## src/rtl/board_drawer.sv

```systemverilog
// board_drawer: raster-scans the board RAM after each start request and
// streams every cell to the VGA adapter as a registered (x, y, colour, plot)
// pixel write. Requests that arrive while a frame is in flight collapse into
// a single queued frame, so a frame is never restarted or cut short.
module board_drawer #(
  parameter int          WIDTH     = 160,
  parameter int          HEIGHT    = 120,
  parameter logic [2:0]  BG_COLOUR = 3'b000
) (
  input  logic        CLOCK_50,
  input  logic        resetn,
  input  logic        start,
  input  logic [2:0]  ram_q,
  output logic [14:0] ram_address,
  output logic [7:0]  x,
  output logic [6:0]  y,
  output logic [2:0]  colour,
  output logic        plot,
  output logic        busy,
  output logic        done
);

  typedef enum logic [1:0] {
    IDLE  = 2'd0,
    SCAN  = 2'd1,
    FLUSH = 2'd2,
    DONE  = 2'd3
  } state_t;

  localparam logic [7:0] X_LAST = 8'(WIDTH - 1);
  localparam logic [6:0] Y_LAST = 7'(HEIGHT - 1);

  state_t     state;
  logic [7:0] cx;
  logic [6:0] cy;
  logic       flush_cnt;
  logic       pending;

  logic       v1;
  logic [7:0] x1;
  logic [6:0] y1;

  // The scan counters address the RAM directly; they sit at 0 outside SCAN.
  assign ram_address = {cx, cy};

  // Frame sequencer: walks the board row-major, drains the two-stage
  // pipeline, pulses done, and launches a queued frame if one is pending.
  always_ff @(posedge CLOCK_50 or negedge resetn) begin
    if (!resetn) begin
      state     <= IDLE;
      cx        <= 8'd0;
      cy        <= 7'd0;
      flush_cnt <= 1'b0;
      pending   <= 1'b0;
      busy      <= 1'b0;
      done      <= 1'b0;
    end else begin
      case (state)
        IDLE: begin
          if (start) begin
            state <= SCAN;
            busy  <= 1'b1;
          end
        end
        SCAN: begin
          if (start) pending <= 1'b1;
          if (cx == X_LAST) begin
            cx <= 8'd0;
            if (cy == Y_LAST) begin
              cy        <= 7'd0;
              flush_cnt <= 1'b0;
              state     <= FLUSH;
            end else begin
              cy <= cy + 7'd1;
            end
          end else begin
            cx <= cx + 8'd1;
          end
        end
        FLUSH: begin
          if (start) pending <= 1'b1;
          if (flush_cnt) begin
            flush_cnt <= 1'b0;
            state     <= DONE;
            busy      <= 1'b0;
            done      <= 1'b1;
          end else begin
            flush_cnt <= 1'b1;
          end
        end
        DONE: begin
          done    <= 1'b0;
          pending <= 1'b0;
          if (pending || start) begin
            state <= SCAN;
            busy  <= 1'b1;
          end else begin
            state <= IDLE;
          end
        end
        default: begin
          state <= IDLE;
          busy  <= 1'b0;
          done  <= 1'b0;
        end
      endcase
    end
  end

  // Pixel pipeline: stage 1 tracks the address the RAM is sampling, stage 2
  // pairs it with the returned data and substitutes the background colour.
  always_ff @(posedge CLOCK_50 or negedge resetn) begin
    if (!resetn) begin
      v1     <= 1'b0;
      x1     <= 8'd0;
      y1     <= 7'd0;
      plot   <= 1'b0;
      x      <= 8'd0;
      y      <= 7'd0;
      colour <= 3'd0;
    end else begin
      v1     <= (state == SCAN);
      x1     <= cx;
      y1     <= cy;
      plot   <= v1;
      x      <= x1;
      y      <= y1;
      colour <= (ram_q == 3'b000) ? BG_COLOUR : ram_q;
    end
  end

endmodule

```

## config.mk

```make
export PLATFORM = sky130hd
export DESIGN_NAME = board_drawer
export DESIGN_NICKNAME = d
export VERILOG_FILES = /design/src/rtl/board_drawer.sv
export SDC_FILE = /design/constraint.sdc
export NUM_CORES = 1
export LEC_CHECK = 0
export ABC_AREA = 1
export BUFFER_PORTS_ARGS = -buffer_cell sky130_fd_sc_hd__buf_2
export CAP_MARGIN = 15
export CORE_MARGIN = 3
export CORE_UTILIZATION = 57
export CTS_BUF_LIST = sky130_fd_sc_hd__clkbuf_8 sky130_fd_sc_hd__clkbuf_16
export DETAILED_ROUTE_END_ITERATION = 12
export PLACE_DENSITY_LB_ADDON = 0.2
export SLEW_MARGIN = 20
export SYNTH_ARGS = -nofsm -noshare
export SYNTH_HDL_FRONTEND = slang
export SYNTH_SLANG_ARGS = --single-unit
export TNS_END_PERCENT = 10
```

## constraint.sdc

```tcl
create_clock -name CLOCK_50 -period 3.48 [get_ports CLOCK_50]
set_input_delay 0.696 -clock CLOCK_50 [delete_from_list [all_inputs] [get_ports CLOCK_50]]
set_output_delay 0.696 -clock CLOCK_50 [all_outputs]
set_load 0.1 [all_outputs]
```

### After elaboration in Yosys (flattened, before gate mapping)

Index checks and enable logic that the tools add are counted.

* register bits: 56
* latch bits: 0
* memory bits (writable): 0
* bits in read-only memories: 0
* input port bits: 6
* output and inout port bits: 36
* word-level logic and storage cells: 61
* memories kept: 0

* $add $sub $neg: 2
* multiply operators: 0
* divide/modulo/power cells: 0
* $lt $le $gt $ge: 0
* eq/ne operators: 11
* shift-type cells: 0
* muxes and demuxes: 20
* bitwise logic cells: 0
* reductions and logical operators: 14

Operators with widths (number)
* 2-bit != test (second input constant): 5
* 8-bit by 1-bit adder with 8-bit output (second input constant): 1
* 8-bit == test (second input constant): 1
* 1-bit 2-to-1 mux: 8
* 2-bit 2-to-1 mux: 4
* 8-bit 2-to-1 mux: 1
* 2-bit case mux with 4 select lines: 1
* 4-bit AND reduction: 2
* 7-bit by 1-bit adder with 7-bit output (second input constant): 1
* 7-bit == test (second input constant): 1
* 7-bit 2-to-1 mux: 1
* 1-bit case mux with 2 select lines: 3
* 2-bit AND reduction: 3
* 2-bit nonzero test: 3
* 2-bit == test (second input constant): 2
* 3-bit zero test: 1
* 3-bit 2-to-1 mux: 1
* 1-bit case mux with 3 select lines: 1
* 3-bit AND reduction: 1
* 3-bit nonzero test: 1
* 2-bit by 1-bit == test with 1-bit output (second input constant): 1
* 2-bit zero test: 1
* 2-bit by 1-bit != test with 1-bit output (second input constant): 1
* 2-bit OR reduction: 1
* 1-bit logical OR: 1

### Depth between registers and ports, before layout

Gate-level depths: netlist of the first run.

* depth after elaboration: 4
* gate-level depth with buffers: 11
* depth with buffers taken out: 10

### Worst setup path before layout of the first run

Ideal clock, no wire load.

* kind: reg2reg
* from: register cx[0]
* to: register cy[2]
* setup time: 162 ps
* arrival time: 1892 ps
* required time: 3318 ps
* slack: 1426 ps
* stages on the path, launching flop included: 8
* buffers on the path: 1
* clock period less this slack: 2054 ps
* cells stage by stage: dfrtp_1 > ha_1 > nand3_2 > nor2_4 > nand2_2 > buf_6 > nor2_4 > xor2_2

* cells in the longest elaborated chain, start to end: 2

RTL lines
* start: declaration: line 34 `logic [7:0] cx;`
* start signal: assignment: line 77 `cx <= cx + 8'd1;`
* 8-bit == test: line 67 `if (cx == X_LAST) begin`
* 2-bit AND reduction (no source line)
* end signal: assignment: line 74 `cy <= cy + 7'd1;`
* end: declaration: line 35 `logic [6:0] cy;`

Every way passes these cells.
A chain may end at the register's enable or synchronous reset.

### Worst setup path after layout of the first run

* from: register cy[2]
* to: output ram_address[2]

RTL lines
* end: declaration: line 14 `output logic [14:0] ram_address,`

No word-level cell between the ends.

==> results.py, run 1 <==
metrics = {
    "outcome": {
        "run_status": "finished, final reports clean",
    },
    "worst_hold_path": {
        "hold_class": "reg -> reg",
        "hold_path_startpoint": "x1[2]",
        "worstHoldEndpoint": "x[2]",
        "hold_depth": 0,
    },
    "critical_path": {
        "rr_endpoint": "cy[5]",
        "cp_cell_sequence": "buf_2",
        "r2r_cells": 9,
        "r2r_start": "state[1]",
        "critical_path_class": "reg -> out",
        "critPathTopFamily": "flip-flops",
        "timing.critical_path.fanout_max": 8,
        "arrival_ns": 1.30,
        "crit_required_ns": 2.78,
        "rrSetupSlack_ns": 1.65,
        "timing.critical_path.slowest_stage_cell": "sky130_fd_sc_hd__dfrtp_1",
        "path_buf_inv": 1,
        "critPathLaunchType": "flop",
        "worstSetupEndpointType": "output pin",
        "timing.critical_path.slowest_cell_delay_ns": 0.51,
    },
    "floorplan": {
        "top_level_ports": 42,
        "initial_utilization": 0.6108,
        "rows": 21,
        "dieWidth_um": 66.96,
        "dieHeight_um": 66.96,
        "die-area_mm2": 0.004484,
        "fp.coreArea_mm2": 0.003468,
    },
    "timing": {
        "setup_viol_count_final": 0,
        "relative_slew_margins": 0.3756,
        "period_minus_slack_ns": 1.994,
        "tightestPinTransition_ns": 0.9366,
        "final.setup_skew_ns": 0.005842,
        "finalMaxSlewViolations": 0,
        "count_of_final_hold_check_violations": 0,
        "achievable-frequency_mhz": 501.5,
        "fin_crit_sh": 0.5730,
        "final.hold.worst_slack_ns": 0.3546,
        "final.setup.tns_ns": 0,
        "rsz_0062_raised_after_global_routing": "false",
    },
    "placed_design": {
        "global_placer_s_final_weighted_congestion": 0.8203,
        "port_buffers": 41,
        "dp_hpwl_um": 2397,
        "placed_cells": 280,
    },
    "cts": {
        "clkLatencyLatePin_ns": 0.30,
        "tritoncts": "built",
        "cts_hold_buf": 0,
        "cts_buffers": 5,
        "cts_buffer_depth": 2,
        "clkSlewWorstSetupHoldPaths_ns": 0.09,
        "postCtsSetupBuffers": 0,
        "cts.sink_count": 56,
        "clock-root-buffer": "sky130_fd_sc_hd__clkbuf_8",
        "htreeDepth": 2,
        "postCtsResizedCells": 0,
    },
    "route": {
        "detail_route.vias_per_cell": 4.787,
        "post_drt_wl_per_cell_um": 11.78,
        "routed_wirelength_um": 3381,
        "drt.antenna.violating_nets": 0,
        "drtPass1Iterations": 4,
        "drc": 0,
        "num_vias": 1374,
        "drtIter0Drc": 94,
    },
    "synthesis": {
        "async_reset_ff_frac": 1.000,
        "synth_cell_type_count": 25,
        "syn_area_per_cell_um2": 10.75,
        "number_of_flip_flops_and_latches_in_the_synthesized_netlist": 56,
        "synthCells": 197,
        "yosys_warnings": 0,
        "synthesis.nets": 210,
        "synth.cell_area_mm2": 0.002118,
        "synth-edff-count": 0,
        "synth_sequential_area_ratio": 0.6615,
        "synth_ff_type": "sky130_fd_sc_hd__dfrtp_1",
    },
    "global_route": {
        "grt_antenna_before_repair": 0,
        "globalRouteMet3Util": 0.04047,
        "grt_usage": 0.1708,
        "number_of_global_route_vias_before_repair": 1280,
        "global_route.usage.met2": 0.2797,
        "grtUsageMet1": 0.2146,
        "grt_first_pass_wirelength_um": 5699,
        "gr-total-overflow": 0,
        "top_usage_layer": "met2",
        "largest_net_degree_at_the_start_of_global_routing": 46,
    },
    "power_and_ir_drop": {
        "vdd_ir_drop_max_mv": 0.6010,
        "power_leakage_nw": 1.406,
        "power.density_cell_area_mw_per_mm2": 941.7,
    },
    "finish": {
        "post_route_cells_drive_above_1_share": 0.2365,
        "number_of_fillers_in_the_final_layout": 268,
        "finalNetCount": 254,
        "antenna_cells": 0,
        "finalNonFillerCells": 287,
        "area_delta_synth_final_pct": 17.42,
    },
    "run": {
        "cap_viol_max_count": 0,
    },
}
area by class of cell:
| cell class | count | area [µm²] | share of cell area |
|---|---|---|---|
| Sequential cell | 56 | 1401 | 0.5634 |
| Multi-Input combinational cell | 110 | 589.3 | 0.2369 |
| Timing Repair Buffer | 42 | 212.7 | 0.08551 |
| Inverter | 26 | 97.59 | 0.03924 |
| Clock buffer | 5 | 68.82 | 0.02767 |
| Clock inverter | 2 | 60.06 | 0.02414 |
| Tap cell | 46 | 57.56 | 0.02314 |
flip-flops by register name, summed over array words and instances (netlist names), 2 cells and up:
signal and count:
x 8, state 2, y1 7, cy 7, y 7, colour 3
cx 8, x1 8
report_power, final:
group          internal (W)  total [W]  leakage [nW]  switching [W]
Combinational      0.000177   0.000991         0.606       0.000814
Sequential         0.000787   0.000878         0.736      0.0000906
Clock              0.000283   0.000474        0.0642       0.000191
per-stage QoR:
stage / utilization / total power, W / setup WS, ns / cell area (µm²)
floorplan: - / 0.001716 / 1.426 / 2118
global placement: 0.6800 / 0.001872 / 1.772 / 2359
detailed placement: 0.6800 / 0.001882 / 1.701 / 2359
CTS: 0.7172 / 0.002364 / 1.485 / 2487
global route: 0.7172 / 0.002477 / 1.451 / 2487
finish: 0.7172 / 0.002342 / 1.486 / 2487
how the worst max path moves through the flow:
stage                         from             end  slack (ns)  depth (start not counted)
after floorplan              cx[0]           cy[2]        1.43                          7
after global placement    state[1]           cy[5]        1.77                          9
after detailed placement  state[1]           cy[5]        1.70                          9
after CTS                    cy[2]  ram_address[2]        1.48                          1
after global routing         cy[2]  ram_address[2]        1.45                          1
final                        cy[2]  ram_address[2]        1.49                          1
synthesized netlist by cell type (2+ instances only):
cell	instances	area, µm²
sky130_fd_sc_hd__ha_1	7	87.58
sky130_fd_sc_hd__inv_1	25	93.84
sky130_fd_sc_hd__o21ai_0	6	30.03
sky130_fd_sc_hd__nor2_4	2	22.52
sky130_fd_sc_hd__xor2_1	3	26.28
sky130_fd_sc_hd__nand2_1	46	172.7
sky130_fd_sc_hd__dfrtp_1	56	1401
sky130_fd_sc_hd__clkbuf_1	3	11.26
sky130_fd_sc_hd__nor2_1	13	48.80
sky130_fd_sc_hd__a21oi_1	5	25.02
sky130_fd_sc_hd__nor3_1	2	10.01
sky130_fd_sc_hd__nand3_1	13	65.06
sky130_fd_sc_hd__or2_2	2	12.51
sky130_fd_sc_hd__nand4_1	3	18.77
layer usage:
metal  up-vias  routed length, µm  part of all wire
met1       642               1542              0.46
met4         0                 26            0.0077
met2        35               1587              0.47
met5         -                  0                 0
met3         4                225             0.067
li1        693                  -                 -
logic make-up (layout without fill, tap and decap cells):
logic type / after synthesis / in the layout / synth area share
buffers and inverters: 31 / 75 / 0.06025
AND/OR/NAND/NOR: 84 / 84 / 0.1766
AO/OA/AOI/OAI: 14 / 14 / 0.03603
flip-flops: 56 / 56 / 0.6615
adder cells (fa/ha/maj): 7 / 7 / 0.04134
XOR/XNOR: 5 / 5 / 0.02422
cells in the final DEF, fill, tap and decap left out, types with 3 or more instances in the layout:
cell type	netlist	routed
sky130_fd_sc_hd__a21oi_1	5	5
sky130_fd_sc_hd__buf_2	0	41
sky130_fd_sc_hd__clkbuf_8	0	5
sky130_fd_sc_hd__dfrtp_1	56	56
sky130_fd_sc_hd__ha_1	7	7
sky130_fd_sc_hd__inv_1	25	25
sky130_fd_sc_hd__nand2_1	46	46
sky130_fd_sc_hd__nand3_1	13	13
sky130_fd_sc_hd__nand4_1	3	3
sky130_fd_sc_hd__nor2_1	13	13
sky130_fd_sc_hd__o21ai_0	6	6
sky130_fd_sc_hd__xor2_1	3	3
Note: power is estimated with default switching activity, not from simulation.
==> run 2, diff against run 1 <==
--- a/config.mk
+++ b/config.mk
@@ -9,7 +9,7 @@
 export BUFFER_PORTS_ARGS = -buffer_cell sky130_fd_sc_hd__buf_2
 export CAP_MARGIN = 15
 export CORE_MARGIN = 3
-export CORE_UTILIZATION = 57
+export CORE_UTILIZATION = 48
 export CTS_BUF_LIST = sky130_fd_sc_hd__clkbuf_8 sky130_fd_sc_hd__clkbuf_16
 export DETAILED_ROUTE_END_ITERATION = 12
 export PLACE_DENSITY_LB_ADDON = 0.2
==> constraint.sdc (replaced) <==
create_clock -name CLOCK_50 -period 1.7 [get_ports CLOCK_50]
set_input_delay 0.34 -clock CLOCK_50 [delete_from_list [all_inputs] [get_ports CLOCK_50]]
set_output_delay 0.34 -clock CLOCK_50 [all_outputs]
set_load 0.1 [all_outputs]
==> results.py, run 2 (synthesis results as in run 1) <==
metrics = {
    "timing": {
        "final.setup_skew_ns": 0.008279,
        "finalMaxSlewViolations": 0,
        "fin_crit_sh": 0.9290,
        "setup_viol_count_final": 0,
        "rsz_0062_raised_after_global_routing": "false",
        "count_of_final_hold_check_violations": 0,
        "relative_slew_margins": 0.6649,
        "period_minus_slack_ns": 1.579,
        "achievable-frequency_mhz": 633.2,
        "tightestPinTransition_ns": 0.5026,
    },
    "power_and_ir_drop": {
        "power.net_switching_w": 0.002291,
        "p_comb_frac": 0.449,
        "seq_power_share": 0.396,
        "power.total_w": 0.004598,
        "cell_internal_pwr_w": 0.002308,
        "vdd_ir_drop_max_mv": 1.177,
        "power_leakage_nw": 1.402,
        "power.share.clock": 0.155,
        "power.density_cell_area_mw_per_mm2": 1819,
        "power_switching_share": 0.4982,
    },
    "floorplan": {
        "top_level_ports": 42,
        "die-area_mm2": 0.005246,
        "dieWidth_um": 72.43,
        "fp.coreArea_mm2": 0.004115,
        "rows": 23,
        "initial_utilization": 0.5147,
        "dieHeight_um": 72.43,
    },
    "finish": {
        "finalNetCount": 259,
        "area_delta_synth_final_pct": 19.31,
        "seqCellArea_mm2": 0.001411,
        "post_route_cells_drive_above_1_share": 0.2996,
        "top_regs": "cx (8), x1 (8), x (8)",
        "antenna_cells": 0,
        "most-common-layout-cells": "sky130_fd_sc_hd__dfrtp_1 (48), sky130_fd_sc_hd__nand2_1 (46), sky130_fd_sc_hd__buf_2 (40)",
        "multiInputGateArea_um2": 596.8,
        "layout.cells.most_common": "sky130_fd_sc_hd__dfrtp_1",
        "finalNonFillerCells": 297,
        "number_of_fillers_in_the_final_layout": 341,
    },
    "critical_path": {
        "worstSetupEndpointType": "output pin",
        "path_buf_inv": 1,
        "critPathTopFamily": "flip-flops",
        "r2r_start": "state[1]",
        "timing.critical_path.slowest_cell_delay_ns": 0.47,
        "crit_required_ns": 1.36,
        "worstSetupStartpoint": "cy[6]",
        "critPathLaunchType": "flop",
        "cp_cell_sequence": "buf_2",
        "arrival_ns": 1.24,
        "timing.critical_path.fanout_max": 7,
        "timing.critical_path.slowest_stage_cell": "sky130_fd_sc_hd__dfrtp_1",
        "critical_path_class": "reg -> out",
    },
    "route": {
        "detail_route.vias_per_cell": 4.761,
        "post_drt_wl_per_cell_um": 12.05,
        "drtPass1Iterations": 4,
        "routed_wirelength_um": 3580,
        "drtIter0Drc": 109,
        "drt.antenna.violating_nets": 0,
        "num_vias": 1414,
        "drc": 0,
    },
    "cts": {
        "clkLatencyLatePin_ns": 0.30,
        "clkSlewWorstSetupHoldPaths_ns": 0.10,
        "cts.sink_count": 56,
        "tritoncts": "built",
        "cts_buffers": 5,
        "clock-root-buffer": "sky130_fd_sc_hd__clkbuf_8",
        "htreeDepth": 2,
        "cts_buffer_depth": 2,
    },
    "worst_hold_path": {
        "hold_class": "in -> reg",
        "hold_path_startpoint": "ram_q[0]",
    },
    "placed_design": {
        "placed_cells": 288,
        "port_buffers": 41,
        "dp_hpwl_um": 2726,
        "global_placer_s_final_weighted_congestion": 0.8080,
    },
    "outcome": {
        "run_status": "finished, final reports clean",
    },
    "run": {
        "cap_viol_max_count": 0,
    },
    "global_route": {
        "largest_net_degree_at_the_start_of_global_routing": 25,
        "gr-total-overflow": 0,
        "grt_antenna_before_repair": 0,
        "grt_first_pass_wirelength_um": 6106,
        "number_of_global_route_vias_before_repair": 1381,
        "grt_usage": 0.1495,
    },
}
==> run 2: changes by cell type in the layout (fill, tap and decap cells not counted), moves of 2 or more <==
cell                        previous run  this run
sky130_fd_sc_hd__inv_1                25        23
sky130_fd_sc_hd__buf_4                 1         4
sky130_fd_sc_hd__bufinv_16             2         0
sky130_fd_sc_hd__inv_2                 1         3
sky130_fd_sc_hd__dfrtp_2               0         8
sky130_fd_sc_hd__dfrtp_1              56        48
==> run 2: area by class of cell <==
class / instances / area share
well taps: 50 / 0.02475
flip-flops and latches: 56 / 0.5584
clock inverters: 3 / 0.008911
inverters: 26 / 0.03861
multi-input cells: 110 / 0.2361
clock buffers: 5 / 0.02723
repair buffers: 47 / 0.1059
==> run 2: timing repair <==
item | in CTS | in global routing
endpoints found under the setup margin | 0 | 7
endpoints found under the hold margin | 12 | 0
hold buffers | 1 | 0
setup buffers | 0 | 0
resized for setup | 0 | 5
==> run 2: worst paths after layout <==
path	to	slack [ns]	depth (start not counted)
setup / recovery	ram_address[6]	0.12	1
hold / removal	colour[0]	0.14	1
setup reg to reg	cy[2]	0.16	8
hold reg to reg	x[5]	0.35	0
max in group asynchronous	cy[1]	0.61	3
min in group asynchronous	colour[2]	0.53	2
==> run 2: power groups by stage <==
| stage | clock network (W) | registers (W) | logic, W |
|---|---|---|---|
| floorplan | 0 | 0.00299 | 0.000529 |
| global placement | 0 | 0.00183 | 0.00204 |
| detailed placement | 0 | 0.00186 | 0.00207 |
| CTS | 0.000741 | 0.00183 | 0.00207 |
| global route | 0.000798 | 0.00186 | 0.00219 |
| finish | 0.000712 | 0.00182 | 0.00207 |
==> run 2: per-stage QoR <==
| stage | instance area [µm²] | setup WS [ns] | hold slack (ns) | utilization | setup TNS, ns |
|---|---|---|---|---|---|
| floorplan | 2128 | -0.07561 | 0.04441 | - | -0.4051 |
| global placement | 2416 | 0.1925 | 0.3267 | 0.5871 | 0 |
| detailed placement | 2416 | 0.1297 | 0.3295 | 0.5871 | 0 |
| CTS | 2517 | 0.02018 | 0.1324 | 0.6117 | 0 |
| global route | 2527 | 0.03527 | 0.1249 | 0.6142 | 0 |
| finish | 2527 | 0.1207 | 0.1387 | 0.6142 | 0 |
==> run 2: per-layer routing <==
metal | global-route usage | share of wire | vias to the layer above
li1 | - | - | 703
met1 | 0.1934 | 0.45 | 668
met2 | 0.2497 | 0.48 | 41
met3 | 0.03047 | 0.057 | 2
met4 | 0.05533 | 0.0061 | 0
met5 | 0 | 0 | -
